**src/rtl/qeciphy_pkg.sv**
```systemverilog
// Shared constants and helpers for the QEC PHY transmit path.
package qeciphy_pkg;

    // K-flag pattern for the first beat of a frame-alignment word: only byte 0 is a K character.
    localparam logic [63:0] FAW_KFLAG_PATTERN = 64'h1;

    // The serialiser only supports power-of-two beat counts that the beat counter can wrap cleanly.
    function automatic bit isLegalRatio(input int unsigned ratio);
        return (ratio == 2) || (ratio == 4) || (ratio == 8);
    endfunction

endpackage

```
**src/rtl/qeciphy_tx_skid_buf.sv**
```systemverilog
// One-entry skid buffer with bypass feeding the TX frame register.
// The frame register may only take a new word at a frame boundary; this buffer
// absorbs a word that arrives mid-frame and hands the oldest word over at the boundary.
module qeciphy_tx_skid_buf
    import qeciphy_pkg::*;
#(
    parameter int unsigned DATA_W = 64
) (
    input  logic              clk_i,
    input  logic              rst_i,
    input  logic              boundary_i,
    input  logic [DATA_W-1:0] s_tdata_i,
    input  logic              s_tisfaw_i,
    input  logic              s_tvalid_i,
    output logic              s_tready_o,
    output logic              load_valid_o,
    output logic [DATA_W-1:0] load_data_o,
    output logic              load_isfaw_o
);

    logic              r_full;
    logic [DATA_W-1:0] r_data;
    logic              r_isFaw;
    logic              w_ready;
    logic              w_xfer;

    // Ready is open whenever the slot is free or the slot drains into the frame this cycle;
    // the word offered to the frame is the buffered one first, otherwise the incoming one.
    always_comb begin
        w_ready      = ~rst_i & (~r_full | boundary_i);
        w_xfer       = s_tvalid_i & w_ready;
        load_valid_o = r_full | w_xfer;
        load_data_o  = r_full ? r_data  : s_tdata_i;
        load_isfaw_o = r_full ? r_isFaw : s_tisfaw_i;
    end

    assign s_tready_o = w_ready;

    // Capture a word unless it bypasses straight into an empty-buffer boundary load;
    // at a boundary the slot drains and refills in the same edge when a transfer occurs.
    always_ff @(posedge clk_i) begin
        if (rst_i) begin
            r_full  <= 1'b0;
            r_data  <= '0;
            r_isFaw <= 1'b0;
        end else begin
            if (w_xfer && (r_full || !boundary_i)) begin
                r_data  <= s_tdata_i;
                r_isFaw <= s_tisfaw_i;
            end
            if (boundary_i) begin
                r_full <= r_full & w_xfer;
            end else if (w_xfer) begin
                r_full <= 1'b1;
            end
        end
    end

endmodule

```
**src/rtl/qeciphy_tx_width_conv.sv**
```systemverilog
// TX width converter: serialises RATIO-beat words into an OUT_W-bit stream,
// one beat per clock, inserting idle FAW frames whenever no word is ready.
module qeciphy_tx_width_conv
    import qeciphy_pkg::*;
#(
    parameter  int unsigned          OUT_W     = 32,
    parameter  int unsigned          RATIO     = 2,
    localparam int unsigned          IN_W      = OUT_W * RATIO,
    parameter  logic [IN_W-1:0]      IDLE_DATA = '0
) (
    input  logic                 clk_i,
    input  logic                 rst_i,
    input  logic [IN_W-1:0]      s_tdata_i,
    input  logic                 s_tisfaw_i,
    input  logic                 s_tvalid_i,
    output logic                 s_tready_o,
    output logic [OUT_W-1:0]     tdata_o,
    output logic [OUT_W/8-1:0]   tcharisk_o,
    output logic                 frame_start_o,
    output logic                 underflow_o
);

    localparam int unsigned     BEAT_W = $clog2(RATIO);
    localparam int unsigned     K_W    = OUT_W / 8;
    localparam logic [K_W-1:0]  K_FAW  = FAW_KFLAG_PATTERN[K_W-1:0];

    if (!isLegalRatio(RATIO)) begin : g_illegalRatio
        $error("qeciphy_tx_width_conv: RATIO=%0d is illegal, must be 2, 4 or 8", RATIO);
    end

    logic [BEAT_W-1:0] r_beat;
    logic [IN_W-1:0]   r_frameData;
    logic              r_frameIsFaw;
    logic [OUT_W-1:0]  r_tdata;
    logic [K_W-1:0]    r_tcharisk;
    logic              r_frameStart;
    logic              r_underflow;

    logic              w_boundary;
    logic              w_loadValid;
    logic [IN_W-1:0]   w_loadData;
    logic              w_loadIsFaw;
    logic [OUT_W-1:0]  w_frameBeats [RATIO];

    assign w_boundary = (r_beat == BEAT_W'(RATIO - 1));

    for (genvar g = 0; g < RATIO; g++) begin : g_beatSlice
        assign w_frameBeats[g] = r_frameData[g*OUT_W +: OUT_W];
    end

    qeciphy_tx_skid_buf #(
        .DATA_W (IN_W)
    ) u_skidBuf (
        .clk_i        (clk_i),
        .rst_i        (rst_i),
        .boundary_i   (w_boundary),
        .s_tdata_i    (s_tdata_i),
        .s_tisfaw_i   (s_tisfaw_i),
        .s_tvalid_i   (s_tvalid_i),
        .s_tready_o   (s_tready_o),
        .load_valid_o (w_loadValid),
        .load_data_o  (w_loadData),
        .load_isfaw_o (w_loadIsFaw)
    );

    // Beat counter free-runs; at each boundary the frame takes the next word or an idle FAW.
    always_ff @(posedge clk_i) begin
        if (rst_i) begin
            r_beat       <= '0;
            r_frameData  <= IDLE_DATA;
            r_frameIsFaw <= 1'b1;
        end else begin
            r_beat <= w_boundary ? '0 : r_beat + 1'b1;
            if (w_boundary) begin
                if (w_loadValid) begin
                    r_frameData  <= w_loadData;
                    r_frameIsFaw <= w_loadIsFaw;
                end else begin
                    r_frameData  <= IDLE_DATA;
                    r_frameIsFaw <= 1'b1;
                end
            end
        end
    end

    // Output stage registers the selected beat plus its frame-start, K and underflow markers.
    always_ff @(posedge clk_i) begin
        if (rst_i) begin
            r_tdata      <= '0;
            r_tcharisk   <= '0;
            r_frameStart <= 1'b0;
            r_underflow  <= 1'b0;
        end else begin
            r_tdata      <= w_frameBeats[r_beat];
            r_frameStart <= (r_beat == '0);
            r_tcharisk   <= ((r_beat == '0) && r_frameIsFaw) ? K_FAW : '0;
            r_underflow  <= w_boundary & ~w_loadValid;
        end
    end

    assign tdata_o       = r_tdata;
    assign tcharisk_o    = r_tcharisk;
    assign frame_start_o = r_frameStart;
    assign underflow_o   = r_underflow;

endmodule

```
**config.mk**
```make
export PLATFORM = sky130hd
export DESIGN_NAME = qeciphy_tx_width_conv
export DESIGN_NICKNAME = d
export VERILOG_FILES = /design/src/rtl/qeciphy_pkg.sv /design/src/rtl/qeciphy_tx_skid_buf.sv /design/src/rtl/qeciphy_tx_width_conv.sv
export SDC_FILE = /design/constraint.sdc
export NUM_CORES = 1
export LEC_CHECK = 0
export ABC_AREA = 1
export BUFFER_PORTS_ARGS = -buffer_cell sky130_fd_sc_hd__buf_4
export CAP_MARGIN = 5
export CELL_PAD_IN_SITES_DETAIL_PLACEMENT = 0
export CELL_PAD_IN_SITES_GLOBAL_PLACEMENT = 1
export CORE_MARGIN = 5
export CORE_UTILIZATION = 37
export CTS_BUF_LIST = sky130_fd_sc_hd__clkbuf_16
export CTS_CLUSTER_DIAMETER = 150
export DETAILED_ROUTE_END_ITERATION = 7
export GPL_TIMING_DRIVEN = 1
export PLACE_DENSITY_LB_ADDON = 0.12
export SLEW_MARGIN = 10
export SYNTH_ARGS = -nofsm -noshare
export SYNTH_HDL_FRONTEND = slang
export SYNTH_SLANG_ARGS = --single-unit
export TNS_END_PERCENT = 10
```
**constraint.sdc**
```tcl
create_clock -name clk_i -period 1.1 [get_ports clk_i]
set_input_delay 0.165 -clock clk_i [delete_from_list [all_inputs] [get_ports clk_i]]
set_output_delay 0.165 -clock clk_i [all_outputs]
set_load 0.01 [all_outputs]
```
== After elaboration in Yosys (flattened, before gate mapping) ==
Cells that the tools add are included.

* Add/sub/neg operators: 1
* $mul: 0
* Div/mod/pow operators: 0
* Magnitude comparators: 1
* Equality and inequality tests: 0
* Shift-type cells: 0
* Muxes and demuxes: 10
* Bitwise logic cells: 11
* Reductions and logical operators: 6

{| class="wikitable"
|+ Operators with widths
! kind !! number
|-
| two-way mux 64 bit || 2
|-
| two-way mux 32 bit || 3
|-
| two-way mux 1 bit || 5
|-
| AND 1 bit || 4
|-
| NOT 1 bit || 4
|-
| greater-or-equal comparator 2 bit (second input constant) || 1
|-
| logical AND 1 bit || 2
|-
| NOT 1 -> 2 bit || 1
|-
| bitwise OR 1 bit || 2
|-
| nonzero test 2 bit || 1
|-
| OR reduction 2 bit || 1
|-
| adder 1 bit (second input constant) || 1
|-
| logical NOT 1 bit || 1
|-
| logical OR 1 bit || 1
|}

* Bits in registers: 170
* Latch bits: 0
* RAM bits: 0
* Bits in read-only memories: 0
* Output and inout port bits: 39
* Memories: 0

== Longest topological paths before layout ==
Gate-level depths: netlist (run 1).

* Word-level depth: 7
* Gate-level depth with buffers: 8

== Hierarchy ==
A second synthesis (run 1) with hierarchy kept.

* Cell total of the unflattened synthesis: 1110
* Area, all modules: 7333.3 um^2

{| class="wikitable"
|+ Modules (own cells, without submodules)
! module !! instances !! cells an instance !! area each (um^2)
|-
| qeciphy_tx_width_conv || 1 || 527 || 3719.8
|-
| qeciphy_tx_skid_buf || 1 || 583 || 3613.5
|}

== Worst setup path before layout (run 1) ==
No wires, ideal clock.

* Kind: register to register
* Start point: register r_beat
* End point: register u_skidBuf.r_data[54]
* Library setup time: 113 ps
* Arrival: 1157 ps
* Data required time: 987 ps
* Path slack: -170 ps
* Stages on the path, launching flop included: 7
* Path buffers: 1
* Clock period less this slack: 1270 ps
* Cells stage by stage: dfxtp_1 > inv_2 > a21oi_1 > clkbuf_1 > nand4_1 > nand2_1 > nor2_1

* Cells in the longest elaborated chain, start to end: 4
* Elaborated cells between the ends (all ways): 6
* Classes of those cells: bitwise: 3; reduce/logical: 3

{| class="wikitable"
|+ Ends and longest elaborated chain
! what !! RTL line !! RTL
|-
| from (decl) || qeciphy_tx_width_conv.sv:31 || <nowiki>logic [BEAT_W-1:0] r_beat;</nowiki>
|-
| from (signal assigned) || qeciphy_tx_width_conv.sv:73 || <nowiki>r_beat <= w_boundary ? '0 : r_beat + 1'b1;</nowiki>
|-
| bitwise OR 1 bit || qeciphy_tx_skid_buf.sv:30 || <nowiki>w_ready = ~rst_i & (~r_full | boundary_i);</nowiki>
|-
| AND 1 bit || qeciphy_tx_skid_buf.sv:30 ||
|-
| via s_tready_o || qeciphy_tx_width_conv.sv:16 || <nowiki>output logic s_tready_o,</nowiki>
|-
| AND 1 bit || qeciphy_tx_skid_buf.sv:31 || <nowiki>w_xfer = s_tvalid_i & w_ready;</nowiki>
|-
| logical AND 1 bit || qeciphy_tx_skid_buf.sv:47 || <nowiki>if (w_xfer && (r_full || !boundary_i)) begin</nowiki>
|-
| to (signal assigned) || qeciphy_tx_skid_buf.sv:48 || <nowiki>r_data <= s_tdata_i;</nowiki>
|-
| to (decl) || qeciphy_tx_skid_buf.sv:22 || <nowiki>logic [DATA_W-1:0] r_data;</nowiki>
|}

The timed path passes the listed nets, and every way through them passes these cells.
A chain may end at the register's enable or synchronous reset.

== Worst setup path after layout (run 1) ==
* Start point: register u_skidBuf.r_full
* End point: output port s_tready_o

* Cells in the longest elaborated chain, start to end: 3

{| class="wikitable"
|+ Ends and longest elaborated chain
! what !! RTL line !! RTL
|-
| from (decl) || qeciphy_tx_skid_buf.sv:21 || <nowiki>logic r_full;</nowiki>
|-
| from (signal assigned) || qeciphy_tx_skid_buf.sv:52 || <nowiki>r_full <= r_full & w_xfer;</nowiki>
|-
| NOT 1 bit || qeciphy_tx_skid_buf.sv:30 ||
|-
| bitwise OR 1 bit || qeciphy_tx_skid_buf.sv:30 ||
|-
| AND 1 bit || qeciphy_tx_skid_buf.sv:30 ||
|-
| to (decl) || qeciphy_tx_width_conv.sv:16 ||
|}

Every way passes these cells.

==> flow_metrics.py, run 1 <==
metrics = {
    "sta": {
        "fin_crit_sh": 1.26,
        "maxSlewViolCount": 0,
        "fin_hold_ws_ns": 0.0507,
        "hold_viol_final": 0,
        "setup_slack_ns": -0.289,
        "setup-violations-final": 166,
        "final.setup_skew_ns": 0.00623,
        "period_needed_ns": 1.39,
        "tns_ns": -27.09,
        "slew-limit-headroom": 0.639,
        "tightestPinTransition_ns": 0.542,
        "timing.fmax_ghz": 0.720,
        "rsz0062_at_grt": "true",
    },
    "synthesis": {
        "synth_cells": 912,
        "ys.warnings.count": 0,
        "synth_cell_types": 20,
        "postSynthRegisterBits": 167,
        "seq_area_frac_synth": 0.500,
        "syn_area_sq_mm": 0.00668,
        "postSynthAreaPerCell_sq_um": 7.33,
    },
    "clock_network": {
        "insertion_delay_ns": 0.42,
        "root_buffer": "clkbuf_16",
        "postCtsHoldBufs": 0,
        "clk_pin_slew_worst_paths_ns": 0.06,
        "ctsLongestPathBuffers": 2,
        "cts.sinks": 167,
        "numCtsBuffers": 17,
        "cts_tree": "done",
        "h-tree-depth": 4,
    },
    "layout": {
        "area_growth_pct": 34.6,
        "multi_input_area_sq_mm": 0.00280,
        "fillers": 1817,
        "nets": 1093,
        "drive_gt1_frac": 0.210,
        "diodes": 0,
        "regArea_sq_mm": 0.00335,
    },
    "detailed_routing": {
        "drt_iter0_drc": 394,
        "wl_per_cell_um": 15.7,
        "wl_mm": 19.9,
        "vias": 6164,
        "first_pass_iters": 5,
        "drc": 0,
        "viasPerCell": 4.87,
        "drtAntennaViolNets": 0,
    },
    "grt": {
        "grtUsageTotal": 0.184,
        "grt_pass1_wl_mm": 30.3,
        "antenna_found_initial": 0,
        "grt_start_max_net_pins": 46,
        "gr-total-overflow": 0,
        "first_global_vias": 5861,
    },
    "min_path": {
        "min_path_type": "in2reg",
    },
    "floorplan": {
        "die_x_um": 144,
        "die_area_sq_mm": 0.0209,
        "fp.dieH_um": 144,
        "ioPinCount": 107,
        "core_area_sq_mm": 0.0179,
        "start_util": 0.373,
        "rows": 49,
    },
    "critical_path": {
        "cp_data_arrival_time_ns": 1.22,
        "start_kind": "flop",
        "critPathBufInv": 2,
        "critical_path.max_fanout": 4,
        "max_stage_delay_ns": 0.37,
        "required_ns": 0.94,
        "timing_worst_setup_path_type": "reg2out",
        "slowest_stage": "dfxtp_4",
        "end_kind": "output port",
        "worstPathCellList": "a21oi_4, buf_12, buf_6",
        "crit_family": "flip-flops",
    },
    "placement": {
        "placement.io_buffers": 103,
        "gp_congestion": 0.748,
        "dpl.hpwl_mm": 11.7,
    },
    "power": {
        "leakagePower_nw": 4.39,
        "powerDensity_mw_per_mm2": 1580,
        "ir_drop_mv": 1.14,
    },
    "flow_run": {
        "maxCapViolCount": 0,
    },
    "outcome": {
        "status": "finished, violations left",
        "violations": "negative setup slack",
    },
}
## layout make-up
cell class                      count  area share
Sequential cell                   167       0.372
Multi-Input combinational cell    602       0.311
Timing Repair Buffer              165       0.192
Clock buffer                       17      0.0473
Tap cell                          229      0.0318
Inverter                           72      0.0309
Clock inverter                     14      0.0149
## sequential cells by signal, summed over array words and instances, names as in the netlist
register           count
r_frameData           64
u_skidBuf.r_data      64
frame_start_o          1
r_beat                 1
underflow_o            1
u_skidBuf.r_full       1
tdata_o               32
u_skidBuf.r_isFaw      1
tcharisk_o             1
r_frameIsFaw           1
## where the power goes
part	total [mW]	switching, mW	leakage (nW)	internal (mW)
Clock	5.80	2.49	0.265	3.31
Combinational	1.98	1.09	2.76	0.889
Sequential	6.47	0.135	1.36	6.34
Total	14.3	3.72	4.39	10.5
## cells by family (layout without fill, tap and decap cells)
| kind of cell | after synthesis | count (layout) | synth area share |
|---|---|---|---|
| buf+inv | 145 | 268 | 0.0938 |
| flops | 167 | 167 | 0.500 |
| other cells | 1 | 3 | 0.000561 |
| compound gates | 132 | 132 | 0.117 |
| simple gates | 467 | 467 | 0.289 |
## per-stage QoR
| step | area, sq um | std cells | worst slack (ns) | util | total power [mW] |
|---|---|---|---|---|---|
| global placement | 7940 | 1211 | -0.195 | 0.444 | 8.30 |
| detailed placement | 7940 | 1211 | -0.243 | 0.444 | 8.30 |
| global route | 9000 | 1266 | -0.333 | 0.503 | 14.9 |
| finish | 9000 | 1266 | -0.289 | 0.503 | 14.3 |
| floorplan | 6760 | 914 | -0.0427 | - | 7.59 |
| CTS | 8730 | 1254 | -0.294 | 0.487 | 14.2 |
## final timing paths
kind         slack [ns]  cells after the start                     startpoint                               end
max               -0.29                      3  u_skidBuf.r_full$_SDFFE_PP0P_                        s_tready_o
min                0.05                      3                     s_tisfaw_i         r_frameIsFaw$_SDFFE_PP1P_
max reg2reg       -0.21                      7  u_skidBuf.r_full$_SDFFE_PP0P_  u_skidBuf.r_data[0]$_SDFFE_PP0P_
min reg2reg        0.45                      2   r_frameData[13]$_SDFFE_PP0P_            tdata_o[13]$_SDFF_PP0_
## layer usage
layer,global-route usage,part of all wire,vias to the layer above
met5,0,0,-
met4,0.0506,0.010,0
met3,0.0357,0.053,18
met2,0.306,0.46,132
met1,0.245,0.48,2833
li1,-,-,3181
## cell usage in the layout (no fill, tap or decap)
| cell type | count |
|---|---|
| bufinv_16 | 2 |
| nor2_4 | 2 |
| nand2_2 | 12 |
| inv_2 | 2 |
| clkinvlp_4 | 3 |
| o211ai_1 | 48 |
| nor2_1 | 132 |
| nand2_4 | 2 |
| nand4_1 | 65 |
| clkinv_2 | 2 |
| inv_4 | 3 |
| inv_1 | 67 |
| clkbuf_16 | 24 |
| nand3_4 | 1 |
| buf_4 | 124 |
| nand2_1 | 251 |
| o21ai_1 | 11 |
| nand3_1 | 1 |
| clkinv_1 | 4 |
| buf_16 | 3 |
| buf_8 | 3 |
| buf_12 | 20 |
| buf_6 | 8 |
| clkinv_4 | 1 |
| o21ai_0 | 21 |
| dfxtp_1 | 165 |
| nor3_1 | 1 |
| dfxtp_4 | 2 |
| inv_6 | 2 |
| a21oi_1 | 50 |
| a21oi_2 | 1 |
| a21oi_4 | 1 |
| conb_1 | 3 |
## tightest hold or removal path, delay by kind of cell
family | cells | cell delay (ns)
AO/OA/AOI/OAI | 2 | 0.16
buffers and inverters | 1 | 0.11
## cells in the mapped netlist
library cell,number,area share
nand3_1,1,0.00075
inv_2,5,0.0028
nand2_2,1,0.00094
o211ai_1,48,0.054
buf_4,16,0.018
o21ai_0,25,0.019
a21oi_1,52,0.039
nand3_2,1,0.0015
inv_1,67,0.038
nor2_2,1,0.00094
nand2_1,264,0.15
conb_1,1,0.00056
dfxtp_1,167,0.50
nor2_1,133,0.075
o21ai_1,7,0.0052
nand4_1,65,0.061
clkbuf_1,24,0.013
buf_1,15,0.0084
nor3_1,1,0.00075
buf_2,18,0.013
## what timing repair did
action	CTS	global route
pin swaps	10	35
gates cloned	3	9
resized for setup	15	28
buffers inserted	9	4
endpoints found under the setup margin	164	167
Note: power is estimated with default switching activity, not from simulation.
==> run 2, diff against run 1 <==
==> constraint.sdc (replaced) <==
create_clock -name clk_i -period 1.1 [get_ports clk_i]
set_input_delay 0.275 -clock clk_i [delete_from_list [all_inputs] [get_ports clk_i]]
set_output_delay 0.275 -clock clk_i [all_outputs]
set_load 0.01 [all_outputs]
==> run 2 against run 1 <==
Against the previous run:
- the flow still finishes with violations (negative setup slack)
- hold slack gained 0.092 ns
- wire length up 4.6%
- non-clock buffer count is 18 higher
- register-to-register slack worse by 0.17 ns
- via count is 3.3% higher
- global-route usage increased by 1.4 points
- fmax shrank 9.7%
- clock-buffer cell count stayed put
- critical path depth up 1
==> flow_metrics.py, run 2 (synthesis results as in run 1) <==
metrics = {
    "outcome": {
        "status": "finished, violations left",
        "violations": "negative setup slack",
    },
    "floorplan": {
        "core_area_sq_mm": 0.0179,
        "ioPinCount": 107,
        "die_x_um": 144,
        "fp.dieH_um": 144,
        "die_area_sq_mm": 0.0209,
        "rows": 49,
        "start_util": 0.373,
    },
    "sta": {
        "hold_viol_final": 0,
        "final.setup_skew_ns": 0.00624,
        "maxSlewViolCount": 0,
        "timing.fmax_ghz": 0.650,
        "rsz0062_at_grt": "true",
        "tns_ns": -38.55,
        "fin_crit_sh": 1.40,
        "fin_hold_ws_ns": 0.143,
        "setup_slack_ns": -0.439,
        "setup-violations-final": 173,
        "period_needed_ns": 1.54,
    },
    "grt": {
        "antenna_found_initial": 0,
        "gr-total-overflow": 0,
        "first_global_vias": 5982,
        "grtUsageTotal": 0.198,
        "grt_pass1_wl_mm": 32.2,
        "grt_start_max_net_pins": 37,
    },
    "critical_path": {
        "cp_data_arrival_time_ns": 1.26,
        "timing_worst_setup_path_type": "reg2out",
        "reg2reg_from": "u_skidBuf.r_full$_SDFFE_PP0P_",
        "r2r_end": "u_skidBuf.r_data[7]$_SDFFE_PP0P_",
        "worstRegToRegCells": 11,
        "required_ns": 0.82,
        "r2r_setup_slack_ns": -0.38,
        "start_kind": "flop",
        "critical_path.max_fanout": 2,
        "end_kind": "output port",
    },
    "layout": {
        "mostFrequentLayoutCell": "nand2_1",
        "fillers": 1725,
        "layout_common_cells": "245 x nand2_1, 136 x dfxtp_1, 116 x nor2_1",
        "regArea_sq_mm": 0.00338,
        "utilization": 0.544,
        "nets": 1111,
        "fin_cells": 1285,
        "area_growth_pct": 45.8,
        "drive_gt1_frac": 0.291,
        "diodes": 0,
        "multi_input_area_sq_mm": 0.00297,
    },
    "power": {
        "ir_drop_mv": 1.23,
        "leakagePower_nw": 4.68,
        "powerDensity_mw_per_mm2": 1500,
        "power_mw": 14.6,
    },
    "min_path": {
        "min_path_type": "in2reg",
        "hold_depth": 3,
        "min_to": "frame_start_o$_SDFF_PP0_",
        "min-delay-start": "rst_i",
    },
    "clock_network": {
        "cts_tree": "done",
        "cts.sinks": 167,
        "h-tree-depth": 4,
        "root_buffer": "clkbuf_16",
        "numCtsBuffers": 17,
        "clk_pin_slew_worst_paths_ns": 0.06,
        "insertion_delay_ns": 0.42,
        "postCtsHoldBufs": 0,
        "ctsLongestPathBuffers": 2,
    },
    "detailed_routing": {
        "first_pass_iters": 7,
        "top_layer": "met4",
        "drtAntennaViolNets": 0,
        "wl_per_cell_um": 16.2,
        "drt_iter0_drc": 409,
        "drc": 0,
        "viasPerCell": 4.95,
        "wl_mm": 20.8,
        "wl_met3_mm": 1.25,
        "wl_met2_mm": 10.0,
        "vias": 6367,
        "wirelength_met1_mm": 9.21,
    },
    "placement": {
        "gp_congestion": 0.741,
        "dp.cells": 1218,
        "placement.io_buffers": 103,
        "dpl.hpwl_mm": 11.7,
    },
    "flow_run": {
        "maxCapViolCount": 0,
    },
}
-- run 2: metrics by stage --
step	cell area, sq um	setup WS, ns
2_1_floorplan	6760	-0.0427
3_3_place_gp	8010	-0.236
3_5_place_dp	8010	-0.254
4_1_cts	9430	-0.448
5_1_grt	9740	-0.473
6_report	9740	-0.439
-- run 2: worst max-delay path by stage --
stage                                        from  slack, ns                                 to  depth (start not counted)
floorplan                       r_beat$_SDFF_PP0_      -0.04  u_skidBuf.r_data[34]$_SDFFE_PP0P_                          8
global placement                            rst_i      -0.24  u_skidBuf.r_data[20]$_SDFFE_PP0P_                          7
detailed placement                          rst_i      -0.25  u_skidBuf.r_data[20]$_SDFFE_PP0P_                          7
CTS                 u_skidBuf.r_full$_SDFFE_PP0P_      -0.45                         s_tready_o                          4
global route        u_skidBuf.r_full$_SDFFE_PP0P_      -0.47                         s_tready_o                          4
finish              u_skidBuf.r_full$_SDFFE_PP0P_      -0.44                         s_tready_o                          4
-- run 2: critical path, stage by stage, from the launching register on --
cell and delay, ns:
dfxtp_2 0.34, buf_12 0.12, a21oi_4 0.16, buf_12 0.13, buf_6 0.09
-- run 2: repair_timing --
| item | in CTS | in global routing |
|---|---|---|
| pin swaps | 53 | 45 |
| buffers inserted | 14 | 5 |
| resized for setup | 143 | 66 |
| setup endpoints to repair | 198 | 199 |
| cloned | 13 | 4 |
-- run 2: layout make-up --
class                      count  share of cell area
sequential                   167               0.347
multi-input combinational    602               0.305
timing repair buffer         183               0.232
clock buffer                  17              0.0437
tap                          229              0.0294
inverter                      72              0.0293
clock inverter                15              0.0143
-- run 2: power by group --
group | switching (mW) | internal (mW)
clock | 2.45 | 3.31
sequential | 0.151 | 6.35
combinational | 1.21 | 1.11
total | 3.81 | 10.8
-- run 2: per-layer routing --
layer / GRT usage / up-vias
met2: 0.325 / 187
met1: 0.266 / 2949
li1: - / 3211
met4: 0.0506 / 0
met5: 0 / -
met3: 0.0440 / 20
